--- config.mk ---
export PLATFORM = sky130hd
export DESIGN_NAME = hex_msg_sequencer_flat
export DESIGN_NICKNAME = d
export VERILOG_FILES = /design/src/rtl/hex_msg_sequencer_if.sv /design/src/rtl/hex_msg_sequencer.sv /design/src/flat_wrapper.sv
export SDC_FILE = /design/constraint.sdc
export NUM_CORES = 1
export LEC_CHECK = 0
export CAP_MARGIN = 20
export CORE_ASPECT_RATIO = 1.75
export CORE_MARGIN = 2
export CORE_UTILIZATION = 55
export CTS_BUF_LIST = sky130_fd_sc_hd__clkbuf_4 sky130_fd_sc_hd__clkbuf_8
export CTS_CLUSTER_SIZE = 25
export DETAILED_ROUTE_END_ITERATION = 10
export HOLD_SLACK_MARGIN = 0.05
export PLACE_DENSITY = 0.81
export SLEW_MARGIN = 0
export SYNTH_ARGS = -nofsm -noshare
export SYNTH_HDL_FRONTEND = slang
export SYNTH_SLANG_ARGS = --single-unit
--- constraint.sdc ---
create_clock -name clk -period 5.96 [get_ports clk]
set_input_delay 0.596 -clock clk [delete_from_list [all_inputs] [get_ports clk]]
set_output_delay 0.596 -clock clk [all_outputs]
set_load 0.03 [all_outputs]
--- src/rtl/hex_msg_sequencer_if.sv ---
// Bus bundle for the HEX message sequencer: raw keys and message words in,
// segment drive, message index and mode flag out.
interface hex_msg_sequencer_if #(
  parameter int N_MSG    = 2,
  parameter int N_DIGITS = 6
);
  localparam int MSG_W = (N_MSG > 1) ? $clog2(N_MSG) : 1;

  logic                        key_next_n;
  logic                        key_mode_n;
  logic [N_MSG*N_DIGITS*4-1:0] msg_bus;
  logic [N_DIGITS*8-1:0]       hex_segs;
  logic [MSG_W-1:0]            msg_idx;
  logic                        auto_mode;

  modport master (
    output key_next_n, key_mode_n, msg_bus,
    input  hex_segs, msg_idx, auto_mode
  );

  modport slave (
    input  key_next_n, key_mode_n, msg_bus,
    output hex_segs, msg_idx, auto_mode
  );
endinterface

--- src/rtl/hex_msg_sequencer.sv ---
// Seven-segment message sequencer: debounced keys, auto dwell stepping, registered HEX decode.
// Optional macro HEX_LZB_EN enables leading-zero blanking of the displayed message.
module hex_msg_sequencer #(
  parameter int N_MSG           = 2,
  parameter int N_DIGITS        = 6,
  parameter int DWELL_CYCLES    = 50000000,
  parameter int DEBOUNCE_CYCLES = 500000
) (
  input logic              clk,
  input logic              rst,
  hex_msg_sequencer_if.slave bus
);
  localparam int MSG_W = (N_MSG > 1) ? $clog2(N_MSG) : 1;
  localparam int DW_W  = $clog2(DWELL_CYCLES);
  localparam int DB_W  = $clog2(DEBOUNCE_CYCLES + 1);
  localparam logic [MSG_W-1:0] MSG_LAST   = MSG_W'(N_MSG - 1);
  localparam logic [DW_W-1:0]  DWELL_LAST = DW_W'(DWELL_CYCLES - 1);
  localparam logic [DB_W-1:0]  DB_LAST    = DB_W'(DEBOUNCE_CYCLES - 1);

  // Active-low {dp,g..a}; dp left dark here and set by the caller.
  function automatic logic [7:0] seg_decode(input logic [3:0] nib);
    case (nib)
      4'h0: seg_decode = 8'hC0;  4'h1: seg_decode = 8'hF9;
      4'h2: seg_decode = 8'hA4;  4'h3: seg_decode = 8'hB0;
      4'h4: seg_decode = 8'h99;  4'h5: seg_decode = 8'h92;
      4'h6: seg_decode = 8'h82;  4'h7: seg_decode = 8'hF8;
      4'h8: seg_decode = 8'h80;  4'h9: seg_decode = 8'h90;
      4'hA: seg_decode = 8'h88;  4'hB: seg_decode = 8'h83;
      4'hC: seg_decode = 8'hC6;  4'hD: seg_decode = 8'hA1;
      4'hE: seg_decode = 8'h86;  default: seg_decode = 8'h8E;
    endcase
  endfunction

  logic [1:0]      raw_n, sync1, sync2, deb, deb_d1, press;
  logic [DB_W-1:0] db_cnt [2];
  logic            next_p, mode_p;

  assign raw_n  = {bus.key_mode_n, bus.key_next_n};
  assign press  = deb_d1 & ~deb;
  assign next_p = press[0];
  assign mode_p = press[1];

  // Key conditioning: two-flop sync, then a level must persist DEBOUNCE_CYCLES samples.
  always_ff @(posedge clk or posedge rst) begin
    if (rst) begin
      sync1  <= '1;
      sync2  <= '1;
      deb    <= '1;
      deb_d1 <= '1;
      for (int k = 0; k < 2; k++) db_cnt[k] <= '0;
    end else begin
      sync1  <= raw_n;
      sync2  <= sync1;
      deb_d1 <= deb;
      for (int k = 0; k < 2; k++) begin
        if (sync2[k] != deb[k]) begin
          if (db_cnt[k] == DB_LAST) begin
            deb[k]    <= sync2[k];
            db_cnt[k] <= '0;
          end else begin
            db_cnt[k] <= db_cnt[k] + DB_W'(1);
          end
        end else begin
          db_cnt[k] <= '0;
        end
      end
    end
  end

  logic [MSG_W-1:0] idx;
  logic             auto_q;
  logic [DW_W-1:0]  dwell_cnt;
  logic             dwell_done, advance;

  assign dwell_done = auto_q && (dwell_cnt == DWELL_LAST);
  assign advance    = next_p || dwell_done;

  // Control stage: mode toggle, dwell timer, message index.
  always_ff @(posedge clk or posedge rst) begin
    if (rst) begin
      idx       <= '0;
      auto_q    <= 1'b1;
      dwell_cnt <= '0;
    end else begin
      if (mode_p) auto_q <= ~auto_q;
      if (mode_p && !auto_q) begin
        dwell_cnt <= '0;
      end else if (auto_q) begin
        dwell_cnt <= advance ? '0 : dwell_cnt + DW_W'(1);
      end
      if (advance) idx <= (idx == MSG_LAST) ? '0 : idx + MSG_W'(1);
    end
  end

  logic [N_DIGITS*4-1:0] msg_sel;
  logic [N_DIGITS*8-1:0] seg_nxt, seg_p1;

  always_comb begin
`ifdef HEX_LZB_EN
    logic lead;
    lead = 1'b1;
`endif
    msg_sel = '0;
    seg_nxt = '1;
    for (int m = 0; m < N_MSG; m++) begin
      if (idx == MSG_W'(m)) msg_sel = bus.msg_bus[m*N_DIGITS*4 +: N_DIGITS*4];
    end
    for (int d = N_DIGITS - 1; d >= 0; d--) begin
`ifdef HEX_LZB_EN
      // Blank zeros until the first nonzero digit; digit 0 always shows.
      if (lead && (d != 0) && (msg_sel[d*4 +: 4] == 4'h0)) begin
        seg_nxt[d*8 +: 8] = 8'hFF;
      end else begin
        lead              = 1'b0;
        seg_nxt[d*8 +: 8] = seg_decode(msg_sel[d*4 +: 4]);
      end
`else
      seg_nxt[d*8 +: 8] = seg_decode(msg_sel[d*4 +: 4]);
`endif
    end
    seg_nxt[7] = ~auto_q;
  end

  // Display stage: registered segment drive.
  always_ff @(posedge clk or posedge rst) begin
    if (rst) seg_p1 <= '1;
    else     seg_p1 <= seg_nxt;
  end

  assign bus.hex_segs  = seg_p1;
  assign bus.msg_idx   = idx;
  assign bus.auto_mode = auto_q;
endmodule

--- src/flat_wrapper.sv ---
// flat-port wrapper written by rule: the top's interface ports become plain ports
module hex_msg_sequencer_flat 
#(
  parameter int N_MSG           = 2,
  parameter int N_DIGITS        = 6,
  parameter int DWELL_CYCLES    = 50000000,
  parameter int DEBOUNCE_CYCLES = 500000
)
  (clk, rst, bus_key_next_n, bus_key_mode_n, bus_msg_bus, bus_hex_segs, bus_msg_idx, bus_auto_mode);
  hex_msg_sequencer_if #(.N_MSG(N_MSG), .N_DIGITS(N_DIGITS)) bus_i ();
  input logic clk;
  input logic rst;
  input wire logic [$bits(bus_i.key_next_n)-1:0] bus_key_next_n;
  input wire logic [$bits(bus_i.key_mode_n)-1:0] bus_key_mode_n;
  input wire logic [$bits(bus_i.msg_bus)-1:0] bus_msg_bus;
  output wire logic [$bits(bus_i.hex_segs)-1:0] bus_hex_segs;
  output wire logic [$bits(bus_i.msg_idx)-1:0] bus_msg_idx;
  output wire logic [$bits(bus_i.auto_mode)-1:0] bus_auto_mode;
  assign bus_i.key_next_n = bus_key_next_n;
  assign bus_i.key_mode_n = bus_key_mode_n;
  assign bus_i.msg_bus = bus_msg_bus;
  assign bus_hex_segs = bus_i.hex_segs;
  assign bus_msg_idx = bus_i.msg_idx;
  assign bus_auto_mode = bus_i.auto_mode;
  hex_msg_sequencer #(.N_MSG(N_MSG), .N_DIGITS(N_DIGITS), .DWELL_CYCLES(DWELL_CYCLES), .DEBOUNCE_CYCLES(DEBOUNCE_CYCLES)) u_core (.clk(clk), .rst(rst), .bus(bus_i));
endmodule
==> results.md, run 1 <==
Global route:
- The number of antenna violations at the first check in global routing is 0.
- The number of global-route vias before repair came to 5303.
- The overall overflow remaining after global route is 0.
- Across every metal layer, demand over resource in global routing totals 0.2468.
- The first-pass GRT wire length is 25.05 mm.
- Entering global routing, the biggest net connects 66 pins.

Floorplan:
- The chip height is 148.4 um.
- Measured along the x axis, the die boundary spans 86.51 um.
- The total die area is 12840 um2.
- 102 I/O pins were placed.
- The core footprint is 11580 um2.
- In this run the core area contains 52 standard-cell rows.
- The effective utilization at floorplan is 0.5658.

Placed design:
- The HPWL after detailed placement is 10.60 mm.
- Buffers placed on the I/O ports in this run total 96.
- At the end of routability-driven placement, the weighted congestion stood at 0.8675.
- OpenSTA, run right after detailed placement, puts the worst setup slack at 3.427 ns.

Logic synthesis:
- The Yosys step of the flow raised 0 warnings.
- The most common cell in the synthesized netlist is sky130_fd_sc_hd__nor2_1.
- The share of synthesized flip-flops with an asynchronous set or reset is 1.000.
- Synthesis inferred 117 register bits.
- Ranked by total cell area, the synthesized netlist is headed by sky130_fd_sc_hd__dfrtp_1 25%, sky130_fd_sc_hd__dfstp_2 21%, sky130_fd_sc_hd__ha_1 7.4%, sky130_fd_sc_hd__nor2_1 4.5%, sky130_fd_sc_hd__mux2i_1 4.0%.
- The largest area contributor in the netlist is sky130_fd_sc_hd__dfrtp_1.
- The netlist uses 59 different library cells.
- The mapped netlist covers 6553 um2.
- In the synthesized netlist the dominant register cell turns out to be sky130_fd_sc_hd__dfrtp_1.
- The cell count after synthesis is 650.
- For this run, the register share of the synthesized area comes to 0.4568.
- Counting flops with a built-in enable in the synthesized netlist gives 0.
- The commonest cells after synthesis are 79 x sky130_fd_sc_hd__nor2_1, 66 x sky130_fd_sc_hd__nand2_1, 65 x sky130_fd_sc_hd__dfrtp_1.
- The average instance area after synthesis is 10.08 um2.
- The area share of the largest cell type after synthesis is 0.2482.

Worst setup path:
- The maximum fanout count along the critical path is 34.
- The cell with the biggest individual delay on the critical path is sky130_fd_sc_hd__dfrtp_2.
- The kind of cell adding the most delay to the critical path is flip-flops.
- The data arrival at the endpoint of the critical path is 2.22 ns.
- The source of the worst register-to-register timing path is u_core.bus.msg_idx.
- The worst setup path is launched from a flop.
- Walking the worst path, the cells encountered are clkdlybuf4s50_1.
- Together, buffers and inverters on the worst path number 1.
- The required time of the critical path is 5.36 ns.
- The capturing element type of the critical path is an output pin.
- The origin of the worst setup path is u_core.bus.msg_idx.
- In this design, the stage delay of the slowest critical-path cell is 0.95 ns.
- The critical path is of the reg2out type.

Detailed routing:
- The DRC violation total after the first TritonRoute iteration is 309.
- Dividing the detail-routed via count by the number of cells gives 5.861.
- The remaining antenna violation count is 0.
- For this run, the detailed router's first-pass iteration total came to 8.
- The vias after detailed routing is 5240.
- After detailed routing, the total wire length is 15.05 mm.
- In the routed design, unresolved DRC markers number 0.
- In the final routed layout, each cell accounts on average for 16.83 um.

STA:
- Of the available clock period, the critical path in the final layout requires 0.4724.
- Derived from the worst setup path, the maximum achievable clock frequency is 355.2 MHz.
- The clock period could shrink to 2.816 ns.
- In this run the tightest slew margin relative to its limit is 0.2501.
- The number of endpoints failing setup at the final stage is 0.
- The actual slew at the worst max-slew pin is 1.094 ns.
- Summed over all failing endpoints, the final setup total negative slack is 0 ns.
- The minimum setup slack in the final design is 3.144 ns.
- The final-report hold violation count is 0.
- The worst-case hold slack is 0.3575 ns.
- The clock skew after layout is 0.007810 ns.
- Setup repair after global routing left no endpoint under its margin.
- The number of pins exceeding their max-slew limit in the final report is 0.

Cells and area:
- The number of nets in the finished design is 837.
- In the final layout, the share of cells above drive strength 1 is 0.1502.
- The antenna diode instance count is 0.
- The signed area change from the synthesized netlist to the final layout is 21.88%.

Pwr:
- The worst-case IR drop observed on VDD is 133.6 uV.
- The net switching power of the design is 0.5082 mW.
- The share of total power dissipated in the clock network is 0.403.
- The part of the total power dissipated in sequential elements is 0.457.
- The internal portion of the total power is 1.367 mW.
- The net switching share of the total power is 0.2710.
- For this design the static power due to leakage is 3.335 nW.
- The power per unit of standard cell area is 234.8 nW/um2.
- Of the total power, combinational logic draws 0.140.

CTS:
- The clock latency of the later-clocked register in the worst-skew pair is 0.44 ns.
- The tree is rooted in a sky130_fd_sc_hd__clkbuf_8.
- The hold buffer count at CTS is 0.
- Counting the buffers created by CTS gives 17.
- The CTS tree is built.
- Counting along the longest clock path gives a buffer depth of 2.
- Clock tree synthesis found a total of 117 sinks.
- After clock tree synthesis, the repair step resized 0 gates.
- Post-CTS timing repair inserted 0 buffers for setup.
- After clock tree synthesis, the clock-pin slew on the worst setup and hold paths is 0.07 ns.
- The H-tree generated during clock tree synthesis spans 4 levels.

Run status:
- The flow ran to the end, and the final reports show no timing, DRC or antenna violations.

Hold path:
- The worst min-delay path startpoint is u_core.sync1[1].
- In this run the worst hold path is classified as reg2reg.

Job:
- Across the run, the number of max-cap violations was 0.
[layout by cell type, fill, tap and decap left out, types with 4 or more instances in the layout]
cell type,instances
sky130_fd_sc_hd__a211oi_1,5
sky130_fd_sc_hd__a21oi_1,22
sky130_fd_sc_hd__a22o_1,10
sky130_fd_sc_hd__a22oi_1,4
sky130_fd_sc_hd__a31oi_1,19
sky130_fd_sc_hd__a32o_1,8
sky130_fd_sc_hd__and3_1,10
sky130_fd_sc_hd__and4_1,9
sky130_fd_sc_hd__clkbuf_8,17
sky130_fd_sc_hd__clkdlybuf4s50_1,96
sky130_fd_sc_hd__clkinv_4,5
sky130_fd_sc_hd__clkinvlp_4,4
sky130_fd_sc_hd__conb_1,5
sky130_fd_sc_hd__dfrtp_1,64
sky130_fd_sc_hd__dfstp_2,52
sky130_fd_sc_hd__ha_1,39
sky130_fd_sc_hd__inv_1,26
sky130_fd_sc_hd__mux2_2,11
sky130_fd_sc_hd__mux2i_1,26
sky130_fd_sc_hd__nand2_1,66
sky130_fd_sc_hd__nand2b_1,8
sky130_fd_sc_hd__nand3_1,24
sky130_fd_sc_hd__nand4_1,10
sky130_fd_sc_hd__nor2_1,79
sky130_fd_sc_hd__nor3_1,9
sky130_fd_sc_hd__nor4b_1,4
sky130_fd_sc_hd__o21ai_0,21
sky130_fd_sc_hd__o22ai_1,7
sky130_fd_sc_hd__or2_2,4
sky130_fd_sc_hd__xnor2_1,22
sky130_fd_sc_hd__xor2_1,20
[per-stage QoR]
step           instance area, um2  power, mW  std cells    util
2_1_floorplan                6568      1.021        654       -
3_3_place_gp                 7570      1.123        862  0.6536
3_5_place_dp                 7570      1.131        862  0.6536
4_1_cts                      7986      1.889        894  0.6896
5_1_grt                      7986      1.946        894  0.6896
6_report                     7986      1.875        894  0.6896
[metal layers]
layer	share of wire	GRT usage	wire, um
met1	0.38	0.2729	5712
met2	0.54	0.4477	8181
met3	0.060	0.07492	901
met4	0.017	0.07188	253
met5	0	0	0
[final timing paths]
| path | cells past startpoint | slack [ns] | endpoint |
|---|---|---|---|
| worst min register to register | 0 | 0.36 | u_core.sync2[1] |
| worst max-delay path | 1 | 3.14 | bus_msg_idx |
| worst max register to register | 6 | 3.29 | u_core.bus.hex_segs[29] |
| min in group asynchronous | 2 | 0.65 | u_core.dwell_cnt[15] |
| max in group asynchronous | 3 | 4.15 | u_core.db_cnt[30] |
| worst min-delay path | 0 | 0.36 | u_core.sync2[1] |
[power groups by stage]
stage | clock (mW) | combinational [mW] | sequential, mW
floorplan | 0 | 0.101 | 0.919
finish | 0.756 | 0.263 | 0.856
global placement | 0 | 0.254 | 0.869
CTS | 0.769 | 0.264 | 0.857
detailed placement | 0 | 0.262 | 0.869
global route | 0.802 | 0.286 | 0.858
[state kept, by name, indices dropped and copies added, names as in the netlist]
name and count:
u_core.bus.hex_segs 43, u_core.db_cnt 38, u_core.dwell_cnt 26, u_core.deb 2, u_core.deb_d1 2, u_core.sync1 2, u_core.sync2 2, u_core.bus.auto_mode 1
u_core.bus.msg_idx 1
[kinds of logic after synthesis]
logic type	synth area share
adder cells (fa/ha/maj)	0.07447
buffers and inverters	0.03666
XOR/XNOR	0.05614
multiplexers	0.06550
AND/OR/NAND/NOR	0.1957
other	0.0005723
flip-flops	0.4567
AO/OA/AOI/OAI	0.1142
[layout make-up]
type                            instances  area [um2]
Fill cell                             897        3595
Multi-Input combinational cell        486        3334
Sequential cell                       117        2994
Timing Repair Buffer                   97       968.4
Clock buffer                           17       234.0
Clock inverter                         15       182.7
Tap cell                              135       168.9
Inverter                               27       103.9
Power figures use the tool's default switching activity.
==> run 2, diff against run 1 <==
==> constraint.sdc (replaced) <==
create_clock -name clk -period 2.6 [get_ports clk]
set_input_delay 0.26 -clock clk [delete_from_list [all_inputs] [get_ports clk]]
set_output_delay 0.26 -clock clk [all_outputs]
set_load 0.03 [all_outputs]
==> run 2 against run 1 <==
Largest power group unchanged. Sequential power increased by 130%. Combinational power increased by 130%. Cell count increased by 1.2%. Critical path type unchanged. Critical path depth increased by 1. Count of clock-buffer cells in the layout increased by 2. Wire length increased by 3.4%. Global-route usage increased by 0.51 points.
==> results.md, run 2 (synthesis results as in run 1) <==
CTS:
- The total CTS buffers was 17 (unchanged).
- The maximum buffer depth of the clock tree is 2 (unchanged).
- The post-CTS repair timing setup buffer count came to 0 (unchanged).
- The hold buffer count at CTS came to 0 (unchanged).
- The count of instances resized after the clock tree is built is 0 (unchanged).
- The clock latency of the later-clocked register in the worst-skew pair is 0.44 ns (about the same).
- The cell chosen for the clock root is sky130_fd_sc_hd__clkbuf_8 (unchanged).
- The CTS tree is built (unchanged).
- The clock-pin slew on the worst setup and hold paths is 0.07 ns (about the same).
- The H-tree depth is 4 (unchanged).
- The number of clock sinks came to 117 (unchanged).

Detailed routing:
- The vias after detailed routing is 5409 (was 5240).
- The total wire length after detailed routing was 15.56 mm (was 15.05 mm).
- The DRC violation total after the first TritonRoute iteration is 373 (was 309).
- The ratio of routed vias to standard cells is 5.977 (was 5.861).
- The remaining antenna violation count was 0 (unchanged).
- The post-detailed-route DRC marker count is 0 (unchanged).
- The average wire length per cell after detail routing was 17.19 um (was 16.83 um).
- The number of search-and-repair iterations in the first detailed-routing pass is 5 (was 8).

Worst setup path:
- The data arrival at the endpoint of the critical path was 2.02 ns (was 2.22 ns).
- The classification of the worst setup path is reg2out (unchanged).
- The capturing element type of the critical path was an output pin (unchanged).
- The required time of the critical path is 2.34 ns (was 5.36 ns).
- The cell with the biggest individual delay on the critical path is sky130_fd_sc_hd__clkdlybuf4s50_1 (was sky130_fd_sc_hd__dfrtp_2).
- Cell-by-cell listing of the critical path: buf_4 -> clkdlybuf4s50_1 (was clkdlybuf4s50_1).
- The sort of element at the start of the critical path is a flop (unchanged).
- The delay contributed by the slowest stage of the critical path is 0.80 ns (was 0.95 ns).
- The maximum fanout count along the critical path is 20 (was 34).

Cells and area:
- The number of nets in the finished design is 848 (was 837).
- The most common library cell in the layout ignoring fill and taps is sky130_fd_sc_hd__clkdlybuf4s50_1 (unchanged).
- The post-layout instance count excluding filler cells is 905 (was 894).
- The flip-flop count of the largest register after layout is 43 (unchanged).
- The layout cell share with drive strength beyond 1 came to 0.1623 (was 0.1502).
- The core occupancy in the finished layout is 0.7001 (was 0.6896).
- The antenna diode instance count is 0 (unchanged).
- The area taken by flip-flops and latches came to 2994 um2 (unchanged).
- The number of fill cells in the layout was 844 (was 897).
- The signed area change from the synthesized netlist to the final layout is 23.74% (was 21.88%).
- The area of all placed cells without fillers is 8108 um2 (was 7986 um2).
- The multi-input combinational cell area is 3334 um2 (unchanged).
- Highest-count cells in the layout ignoring fill and taps: 96 x sky130_fd_sc_hd__clkdlybuf4s50_1, 79 x sky130_fd_sc_hd__nor2_1, 66 x sky130_fd_sc_hd__nand2_1 (unchanged).

STA:
- The final clock period utilization by the worst path is 0.8778.
- The final-report hold violation count is 0 (unchanged).
- The worst max-slew margin expressed relative to the limit is 0.5251 (was 0.2501).
- The clock skew after layout is 0.01013 ns (was 0.007810 ns).
- The number of endpoints failing setup at the final stage is 0 (unchanged).
- The shortest clock period the worst path allows after layout is 2.282 ns.
- The top achievable clock speed is 438.1 MHz.
- The setup TNS after final layout is 0 ns (unchanged).
- The actual slew at the worst max-slew pin is 0.6926 ns (was 1.094 ns).
- The minimum setup slack in the final design came to 0.3176 ns (was 3.144 ns).
- Unrepaired setup endpoints after global routing: false (unchanged).
- The number of pins exceeding their max-slew limit in the final report is 0 (unchanged).
- The worst-case hold slack is 0.1683 ns (was 0.3575 ns).

Global route:
- The total global-route track usage is 0.2519 (was 0.2468).
- The first-pass GRT wire length is 25.40 mm (was 25.05 mm).
- The number of global-route vias before repair is 5483 (was 5303).
- The largest net degree at the start of global routing came to 69 (was 66).
- The number of antenna violations at the first check in global routing is 0 (unchanged).
- The overall overflow remaining after global route is 0 (unchanged).

Placed design:
- The number of cells after detailed placement is 873 (was 862).
- The count of port buffers added during placement is 96 (unchanged).
- The routability congestion estimate came to 0.8614 (was 0.8675).
- The worst-case setup slack after placement was 0.4457 ns (was 3.427 ns).
- The HPWL after detailed placement is 11.23 mm (was 10.60 mm).
- The placed cell area came to 7666 um2 (was 7570 um2).

Floorplan:
- The effective utilization at floorplan is 0.5658 (unchanged).
- The core footprint was 11580 um2 (unchanged).
- The chip height is 148.4 um (unchanged).
- The row count is 52 (unchanged).
- The horizontal extent of the die is 86.51 um (unchanged).
- The count of boundary I/O pins is 102 (unchanged).
- The total die area is 12840 um2 (unchanged).

Pwr:
- The part of the total power dissipated in sequential elements is 0.443 (was 0.457).
- The total power is 4.433 mW (was 1.875 mW).
- The clock network power share came to 0.418 (was 0.403).
- The static leakage power is 3.411 nW (was 3.335 nW).
- The peak ir drop on the vdd network came to 389.2 uV (was 133.6 uV).
- The net switching share of the total power is 0.2596 (was 0.2710).
- The logic gate share of total power was 0.139 (was 0.140).
- The cell internal power dissipation is 3.282 mW (was 1.367 mW).
- The power per unit of standard cell area is 546.8 nW/um2 (was 234.8 nW/um2).
- The net switching power of the design came to 1.151 mW (was 0.5082 mW).

Hold path:
- The class of the worst hold path is in2async (was reg2reg).

Run status:
- Result of the run: completed (unchanged).

Job:
- The count of maximum capacitance violations is 0 (unchanged).
-- run 2: cell types whose count changed in the layout (fill, tap and decap cells not counted), moves of 2 or more --
| cell | previous run | this run |
|---|---|---|
| sky130_fd_sc_hd__buf_4 | 1 | 11 |
| sky130_fd_sc_hd__clkinv_2 | 2 | 4 |
| sky130_fd_sc_hd__clkinv_4 | 5 | 2 |
| sky130_fd_sc_hd__clkbuf_8 | 17 | 19 |
-- run 2: path summary, 6_finish.rpt --
path	start	to	slack, ns	depth (start not counted)
max reg2reg	u_core.bus.msg_idx	u_core.bus.hex_segs[5]	0.41	7
max	u_core.bus.msg_idx	bus_msg_idx	0.32	2
min in group clk	bus_key_next_n	u_core.sync1[0]	0.23	1
min reg2reg	u_core.sync1[1]	u_core.sync2[1]	0.36	0
max in group asynchronous	rst	u_core.bus.hex_segs[28]	1.64	3
min	rst	u_core.dwell_cnt[9]	0.17	2
-- run 2: critical path: cells and delay by family, from the launching register on --
family	cells	cell delay, ns
buf+inv	2	1.12
flops	1	0.45
-- run 2: layout make-up --
cell class              count  share of cell area
multi-input cells         486              0.4113
flip-flops and latches    117              0.3693
repair buffers            108              0.1312
clock buffers              19             0.03225
clock inverters            13             0.02222
well taps                 135             0.02083
inverters                  27             0.01296
-- run 2: metal layers --
metal	vias up	wire (um)	global-route usage
met2	222	8429	0.4454
met4	0	573	0.1422
li1	2503	-	-
met5	-	0	0
met1	2632	5648	0.2668
met3	52	907	0.06215
-- run 2: power groups by stage --
stage	Combinational, mW	Sequential [mW]	Clock [mW]
2_1_floorplan	0.233	2.11	0
3_5_place_dp	0.615	1.99	0
6_report	0.618	1.96	1.85
5_1_grt	0.667	1.97	1.95
3_3_place_gp	0.594	1.99	0
4_1_cts	0.621	1.96	1.88
